### config.mk
export PLATFORM = sky130hd
export DESIGN_NAME = serial_sub_unit_flat
export DESIGN_NICKNAME = d
export VERILOG_FILES = /design/src/rtl/serial_sub_pkg.sv /design/src/rtl/serial_sub_unit_if.sv /design/src/rtl/fs_cell.sv /design/src/rtl/serial_sub_unit.sv /design/src/flat_wrapper.sv
export SDC_FILE = /design/constraint.sdc
export NUM_CORES = 1
export LEC_CHECK = 0
export CORE_UTILIZATION = 57
export CTS_BUF_LIST = sky130_fd_sc_hd__clkbuf_4 sky130_fd_sc_hd__clkbuf_8
export DETAILED_ROUTE_END_ITERATION = 8
export GPL_TIMING_DRIVEN = 0
export HOLD_SLACK_MARGIN = 0.06
export PLACE_DENSITY = 0.87
export SLEW_MARGIN = 20
export SYNTH_ARGS = -nofsm -noshare
export SYNTH_HDL_FRONTEND = slang
export SYNTH_SLANG_ARGS = --single-unit
### constraint.sdc
create_clock -name clk -period 2.7 [get_ports clk]
set_clock_uncertainty 0.1 [all_clocks]
set_input_delay 0.27 -clock clk [delete_from_list [all_inputs] [get_ports clk]]
set_output_delay 0.27 -clock clk [all_outputs]
set_load 0.01 [all_outputs]
### src/rtl/serial_sub_pkg.sv
// Shared types and sizing helpers for the bit-serial subtractor.
// The optional overflow output is enabled with the SERIAL_SUB_OVF_EN macro.
package serial_sub_pkg;

    parameter int unsigned DefaultWidth = 8;
    parameter int unsigned DefaultCntW  = $clog2(DefaultWidth);

    typedef enum logic [1:0] {
        StIdle  = 2'd0,
        StShift = 2'd1,
        StDone  = 2'd2
    } state_e;

    // Keeps the bit counter at least one bit wide, even for degenerate widths.
    function automatic int unsigned cnt_width(input int unsigned width);
        return (width > 1) ? $clog2(width) : 1;
    endfunction

endpackage

### src/rtl/serial_sub_unit_if.sv
// Operand/result handshake bundle for serial_sub_unit.
// Carries the ovf line only when SERIAL_SUB_OVF_EN is defined.
interface serial_sub_unit_if #(
    parameter int unsigned WIDTH = 8
) ();

    logic             start;
    logic [WIDTH-1:0] a_in;
    logic [WIDTH-1:0] b_in;
    logic             bin;
    logic             busy;
    logic             done;
    logic [WIDTH-1:0] diff_out;
    logic             bout;
`ifdef SERIAL_SUB_OVF_EN
    logic             ovf;

    modport master (
        output start, a_in, b_in, bin,
        input  busy, done, diff_out, bout, ovf
    );

    modport slave (
        input  start, a_in, b_in, bin,
        output busy, done, diff_out, bout, ovf
    );
`else
    modport master (
        output start, a_in, b_in, bin,
        input  busy, done, diff_out, bout
    );

    modport slave (
        input  start, a_in, b_in, bin,
        output busy, done, diff_out, bout
    );
`endif

endinterface

### src/rtl/fs_cell.sv
// Combinational 1-bit full subtractor: dif = a - b - c, bo is the borrow out.
module fs_cell (
    input  logic a,
    input  logic b,
    input  logic c,
    output logic dif,
    output logic bo
);

    always_comb begin
        dif = a ^ b ^ c;
        bo  = (~a & b) | (~(a ^ b) & c);
    end

endmodule

### src/rtl/serial_sub_unit.sv
// Bit-serial WIDTH-bit subtractor (diff = a - b - bin), one bit per clock, LSB first.
// Define SERIAL_SUB_OVF_EN to add the signed-overflow output.
module serial_sub_unit
    import serial_sub_pkg::*;
#(
    parameter int unsigned WIDTH = DefaultWidth
) (
    input  logic              clk,
    input  logic              rst,
    serial_sub_unit_if.slave  bus
);

    localparam int unsigned CntW = cnt_width(WIDTH);

    state_e           state_q, state_d;
    logic [WIDTH-1:0] a_sr_q, a_sr_d;
    logic [WIDTH-1:0] b_sr_q, b_sr_d;
    logic [WIDTH-2:0] d_sr_q, d_sr_d;
    logic             br_q, br_d;
    logic [CntW-1:0]  cnt_q, cnt_d;
    logic [WIDTH-1:0] diff_q, diff_d;
    logic             bout_q, bout_d;
    logic             busy_q, busy_d;
    logic             done_q, done_d;
`ifdef SERIAL_SUB_OVF_EN
    logic             ovf_q, ovf_d;
`endif

    logic             cell_dif;
    logic             cell_bo;
    logic             last_bit;
    logic [WIDTH-1:0] d_ext;

    fs_cell u_fs_cell (
        .a   (a_sr_q[0]),
        .b   (b_sr_q[0]),
        .c   (br_q),
        .dif (cell_dif),
        .bo  (cell_bo)
    );

    assign last_bit = (cnt_q == CntW'(WIDTH - 1));
    // Fresh difference bit enters at the MSB; on the last step this is the full result.
    assign d_ext    = {cell_dif, d_sr_q};

    always_comb begin
        state_d = state_q;
        a_sr_d  = a_sr_q;
        b_sr_d  = b_sr_q;
        d_sr_d  = d_sr_q;
        br_d    = br_q;
        cnt_d   = cnt_q;
        diff_d  = diff_q;
        bout_d  = bout_q;
`ifdef SERIAL_SUB_OVF_EN
        ovf_d   = ovf_q;
`endif

        unique case (state_q)
            StIdle: begin
                if (bus.start) begin
                    a_sr_d  = bus.a_in;
                    b_sr_d  = bus.b_in;
                    br_d    = bus.bin;
                    cnt_d   = '0;
                    state_d = StShift;
                end
            end
            StShift: begin
                a_sr_d = a_sr_q >> 1;
                b_sr_d = b_sr_q >> 1;
                d_sr_d = d_ext[WIDTH-1:1];
                br_d   = cell_bo;
                cnt_d  = cnt_q + 1'b1;
                if (last_bit) begin
                    diff_d  = d_ext;
                    bout_d  = cell_bo;
`ifdef SERIAL_SUB_OVF_EN
                    // Overflow when borrow into and out of the sign bit differ.
                    ovf_d   = br_q ^ cell_bo;
`endif
                    state_d = StDone;
                end
            end
            StDone: begin
                state_d = StIdle;
            end
            default: begin
                state_d = StIdle;
            end
        endcase

        busy_d = (state_d == StShift);
        done_d = (state_d == StDone);
    end

    always_ff @(posedge clk) begin
        if (rst) begin
            state_q <= StIdle;
            a_sr_q  <= '0;
            b_sr_q  <= '0;
            d_sr_q  <= '0;
            br_q    <= 1'b0;
            cnt_q   <= '0;
            diff_q  <= '0;
            bout_q  <= 1'b0;
            busy_q  <= 1'b0;
            done_q  <= 1'b0;
`ifdef SERIAL_SUB_OVF_EN
            ovf_q   <= 1'b0;
`endif
        end else begin
            state_q <= state_d;
            a_sr_q  <= a_sr_d;
            b_sr_q  <= b_sr_d;
            d_sr_q  <= d_sr_d;
            br_q    <= br_d;
            cnt_q   <= cnt_d;
            diff_q  <= diff_d;
            bout_q  <= bout_d;
            busy_q  <= busy_d;
            done_q  <= done_d;
`ifdef SERIAL_SUB_OVF_EN
            ovf_q   <= ovf_d;
`endif
        end
    end

    assign bus.busy     = busy_q;
    assign bus.done     = done_q;
    assign bus.diff_out = diff_q;
    assign bus.bout     = bout_q;
`ifdef SERIAL_SUB_OVF_EN
    assign bus.ovf      = ovf_q;
`endif

endmodule

### src/flat_wrapper.sv
// flat-port wrapper written by rule: the top's interface ports become plain ports
module serial_sub_unit_flat import serial_sub_pkg::*;
#(
    parameter int unsigned WIDTH = DefaultWidth
)
  (clk, rst, bus_start, bus_a_in, bus_b_in, bus_bin, bus_busy, bus_done, bus_diff_out, bus_bout);
  serial_sub_unit_if #(.WIDTH(WIDTH)) bus_i ();
  input  logic clk;
  input  logic rst;
  input wire logic [$bits(bus_i.start)-1:0] bus_start;
  input wire logic [$bits(bus_i.a_in)-1:0] bus_a_in;
  input wire logic [$bits(bus_i.b_in)-1:0] bus_b_in;
  input wire logic [$bits(bus_i.bin)-1:0] bus_bin;
  output wire logic [$bits(bus_i.busy)-1:0] bus_busy;
  output wire logic [$bits(bus_i.done)-1:0] bus_done;
  output wire logic [$bits(bus_i.diff_out)-1:0] bus_diff_out;
  output wire logic [$bits(bus_i.bout)-1:0] bus_bout;
  assign bus_i.start = bus_start;
  assign bus_i.a_in = bus_a_in;
  assign bus_i.b_in = bus_b_in;
  assign bus_i.bin = bus_bin;
  assign bus_busy = bus_i.busy;
  assign bus_done = bus_i.done;
  assign bus_diff_out = bus_i.diff_out;
  assign bus_bout = bus_i.bout;
  serial_sub_unit #(.WIDTH(WIDTH)) u_core (.clk(clk), .rst(rst), .bus(bus_i));
endmodule
==> flow_metrics.env <==
export IMPL_grt_total_usage_pct=25.5
export IMPL_syn_cell_area_mm2=0.00159
export IMPL_worstPathArrival_ps=1820
export IMPL_avgSynthCellArea_um2=9.37
export IMPL_overflow=0
export IMPL_worstPathMaxFanout=10
export IMPL_rsz0062_at_grt="false"
export IMPL_dieWidth_um=54.9
export IMPL_fmax_mhz=605
export IMPL_combPwrFrac_pct=12.5
export IMPL_end_kind="flop"
export IMPL_synthTopCellsByArea="dfxtp_1 50%, mux2i_1 11%, a211oi_1 7.5%"
export IMPL_drt_iter0_drc=27
export IMPL_fp_dieH_um=54.9
export IMPL_grt_start_max_net_pins=13
export IMPL_antennaDiodeCount=0
export IMPL_power_density_mw_per_mm2=547
export IMPL_worstMarginPinSlew_ps=463
export IMPL_drc=0
export IMPL_post_route_period_util_pct=61.2
export IMPL_synth_top_area_share_pct=50.3
export IMPL_yosysSeqAreaShare_pct=50.3
export IMPL_numPortBuffers=29
export IMPL_hold_viol=0
export IMPL_clk_pin_slew_worst_paths_ps=110
export IMPL_min_period_ps=1650
export IMPL_antenna_found_initial=0
export IMPL_final_antenna_net_count=0
export IMPL_cts_resized_gates=0
export IMPL_grt_pass1_vias=1213
export IMPL_cts_made_buffers=5
export IMPL_drv_slew=0
export IMPL_wl_per_cell_um=14.2
export IMPL_seqPwrFrac_pct=58.4
export IMPL_power_switching_mw=0.274
export IMPL_rows=18
export IMPL_vias=1331
export IMPL_pin_count=31
export IMPL_worstHoldPathType="input pin to flop"
export IMPL_intPower_mw=0.810
export IMPL_routed_via_density=5.62
export IMPL_cts_sinks=40
export IMPL_status="finished, final reports clean"
export IMPL_final_cells=237
export IMPL_drive_above_1_share_pct=7.73
export IMPL_synthesis_nets=193
export IMPL_nNetsFinal=229
export IMPL_initial_core_util_pct=62.0
export IMPL_die_area_mm2=0.00301
export IMPL_cts_tree="built"
export IMPL_pre_cts_ws_ps=944
export IMPL_worstSetupStartpointType="flop"
export IMPL_post_cts_buffers=0
export IMPL_peakVddDrop_mv=0.505
export IMPL_ctsHtreeMaxLevel=2
export IMPL_finalSetupTns_ps=0
export IMPL_slew_headroom_pct=69.1
export IMPL_clock_path_buffers=2
export IMPL_path_class="flop to flop"
export IMPL_pwr_share_clk_pct=29.1
export IMPL_root_buffer="clkbuf_4"
export IMPL_hold_buffers=0
export IMPL_coreArea_mm2=0.00257
export IMPL_ys_ff_latch=40
export IMPL_setup_ws_ps=1050
export IMPL_synth_warnings=0
export IMPL_routed_wl_mm=3.37
export IMPL_required_ps=2860
export IMPL_p_sw_share_pct=25.3
export IMPL_synth_cell_type_count=23
export IMPL_area_growth_pct=24.4
export IMPL_gp_congestion=0.773
export IMPL_synthCells=170
export IMPL_yosys_area_top_type="dfxtp_1"
export IMPL_clk_latency_ps=350
export IMPL_drt_pre_antenna_iters=4
export IMPL_finalSetupViolations=0
export IMPL_grt_pass1_wl_mm=5.21
export IMPL_dpl_cell_count=229
export IMPL_max_cap_violations=0
export IMPL_leakagePower_nw=0.765
export IMPL_post_dp_hpwl_mm=2.43
## cell usage in the layout, fill, tap and decap left out
master | Yosys | layout
and2b_4 | 1 | 1
a211oi_1 | 16 | 16
dfxtp_1 | 40 | 40
inv_1 | 2 | 2
nand3_1 | 8 | 8
buf_12 | 1 | 1
clkdlybuf4s50_1 | 0 | 29
ha_1 | 2 | 2
mux2i_1 | 17 | 17
nand2b_1 | 2 | 2
buf_2 | 5 | 5
buf_1 | 1 | 1
fa_1 | 1 | 1
nand2_1 | 20 | 20
clkbuf_4 | 0 | 5
nor3_1 | 2 | 2
a311oi_1 | 1 | 1
clkbuf_1 | 5 | 5
clkbuf_8 | 0 | 1
nor3b_1 | 1 | 1
buf_6 | 1 | 1
a21oi_1 | 15 | 15
o21bai_1 | 1 | 1
clkinv_2 | 0 | 2
nand3b_1 | 1 | 1
nor2_1 | 23 | 23
a22oi_1 | 4 | 4
## cell usage after synthesis
library cell / number
nor3b_1: 1
nand2b_1: 2
inv_1: 2
buf_1: 1
mux2i_1: 17
nor3_1: 2
fa_1: 1
nand3b_1: 1
o21bai_1: 1
dfxtp_1: 40
buf_2: 5
a21oi_1: 15
nor2_1: 23
a22oi_1: 4
buf_12: 1
buf_6: 1
a211oi_1: 16
and2b_4: 1
ha_1: 2
a311oi_1: 1
clkbuf_1: 5
nand3_1: 8
nand2_1: 20
## final timing paths
check	slack (ps)	depth (start not counted)	to	start
max	1050	5	u_core.bus.diff_out[7]$_SDFFE_PP0P_	u_core.cnt_q[0]$_SDFFE_PP0P_
max reg2reg	1050	5	u_core.bus.diff_out[7]$_SDFFE_PP0P_	u_core.cnt_q[0]$_SDFFE_PP0P_
min reg2reg	370	2	u_core.bus.diff_out[0]$_SDFFE_PP0P_	u_core.bus.diff_out[0]$_SDFFE_PP0P_
min	190	2	u_core.d_sr_q[1]$_SDFFE_PP0P_	rst
## kinds of logic after synthesis
| group | after synthesis | synth area share (%) |
|---|---|---|
| fa+ha+maj | 3 | 2.83 |
| compound gates | 37 | 15.2 |
| simple gates | 58 | 15.6 |
| buf+inv | 15 | 5.42 |
| flops | 40 | 50.3 |
| mux | 17 | 10.7 |
## sequential cells by signal, summed over array words and instances (netlist names)
signal	cells
u_core.bus.bout	1
u_core.bus.diff_out	8
u_core.cnt_q	3
u_core.a_sr_q	8
u_core.b_sr_q	8
u_core.br_q	1
u_core.d_sr_q	7
u_core.bus.busy	1
u_core.bus.done	1
u_core.state_q	2
## worst max-delay path: stages, from the launching register on
cell and delay (ps):
dfxtp_1 370, ha_1 150, ha_1 170, buf_1 370, a21oi_1 120, a311oi_1 270
## area by class of cell
class	instances	area, um^2
Buffer	13	78.8
Timing Repair Buffer	29	290
Fill cell	197	586
Sequential cell	40	801
Tap cell	30	37.5
Multi-Input combinational cell	115	706
Inverter	2	7.51
Clock inverter	2	10.0
Clock buffer	6	51.3
## metrics by stage
stage | hold slack [ps] | util (%) | instance area [um^2] | power [mW]
2_1_floorplan | 318 | - | 1590 | 0.728
3_3_place_gp | 342 | 74.8 | 1920 | 0.774
3_5_place_dp | 356 | 74.8 | 1920 | 0.781
4_1_cts | 181 | 77.2 | 1980 | 1.09
5_1_grt | 198 | 77.2 | 1980 | 1.14
6_report | 187 | 77.2 | 1980 | 1.08
## power by group through the flow
stage | Clock (mW) | Sequential (mW) | Combinational (mW)
after floorplan | 0 | 0.643 | 0.0850
after global placement | 0 | 0.645 | 0.129
after detailed placement | 0 | 0.647 | 0.134
after CTS | 0.316 | 0.633 | 0.136
after global routing | 0.351 | 0.637 | 0.147
final | 0.315 | 0.633 | 0.136
## layer usage
layer / wire, um / vias up / track usage (%) / part of all wire (%)
li1: - / 669 / - / -
met1: 1510 / 623 / 31.0 / 45
met2: 1670 / 34 / 41.2 / 50
met3: 137 / 5 / 8.61 / 4.1
met4: 50 / 0 / 9.83 / 1.5
met5: 0 / - / 0 / 0
No activity file was read; power rests on OpenSTA's default activity.
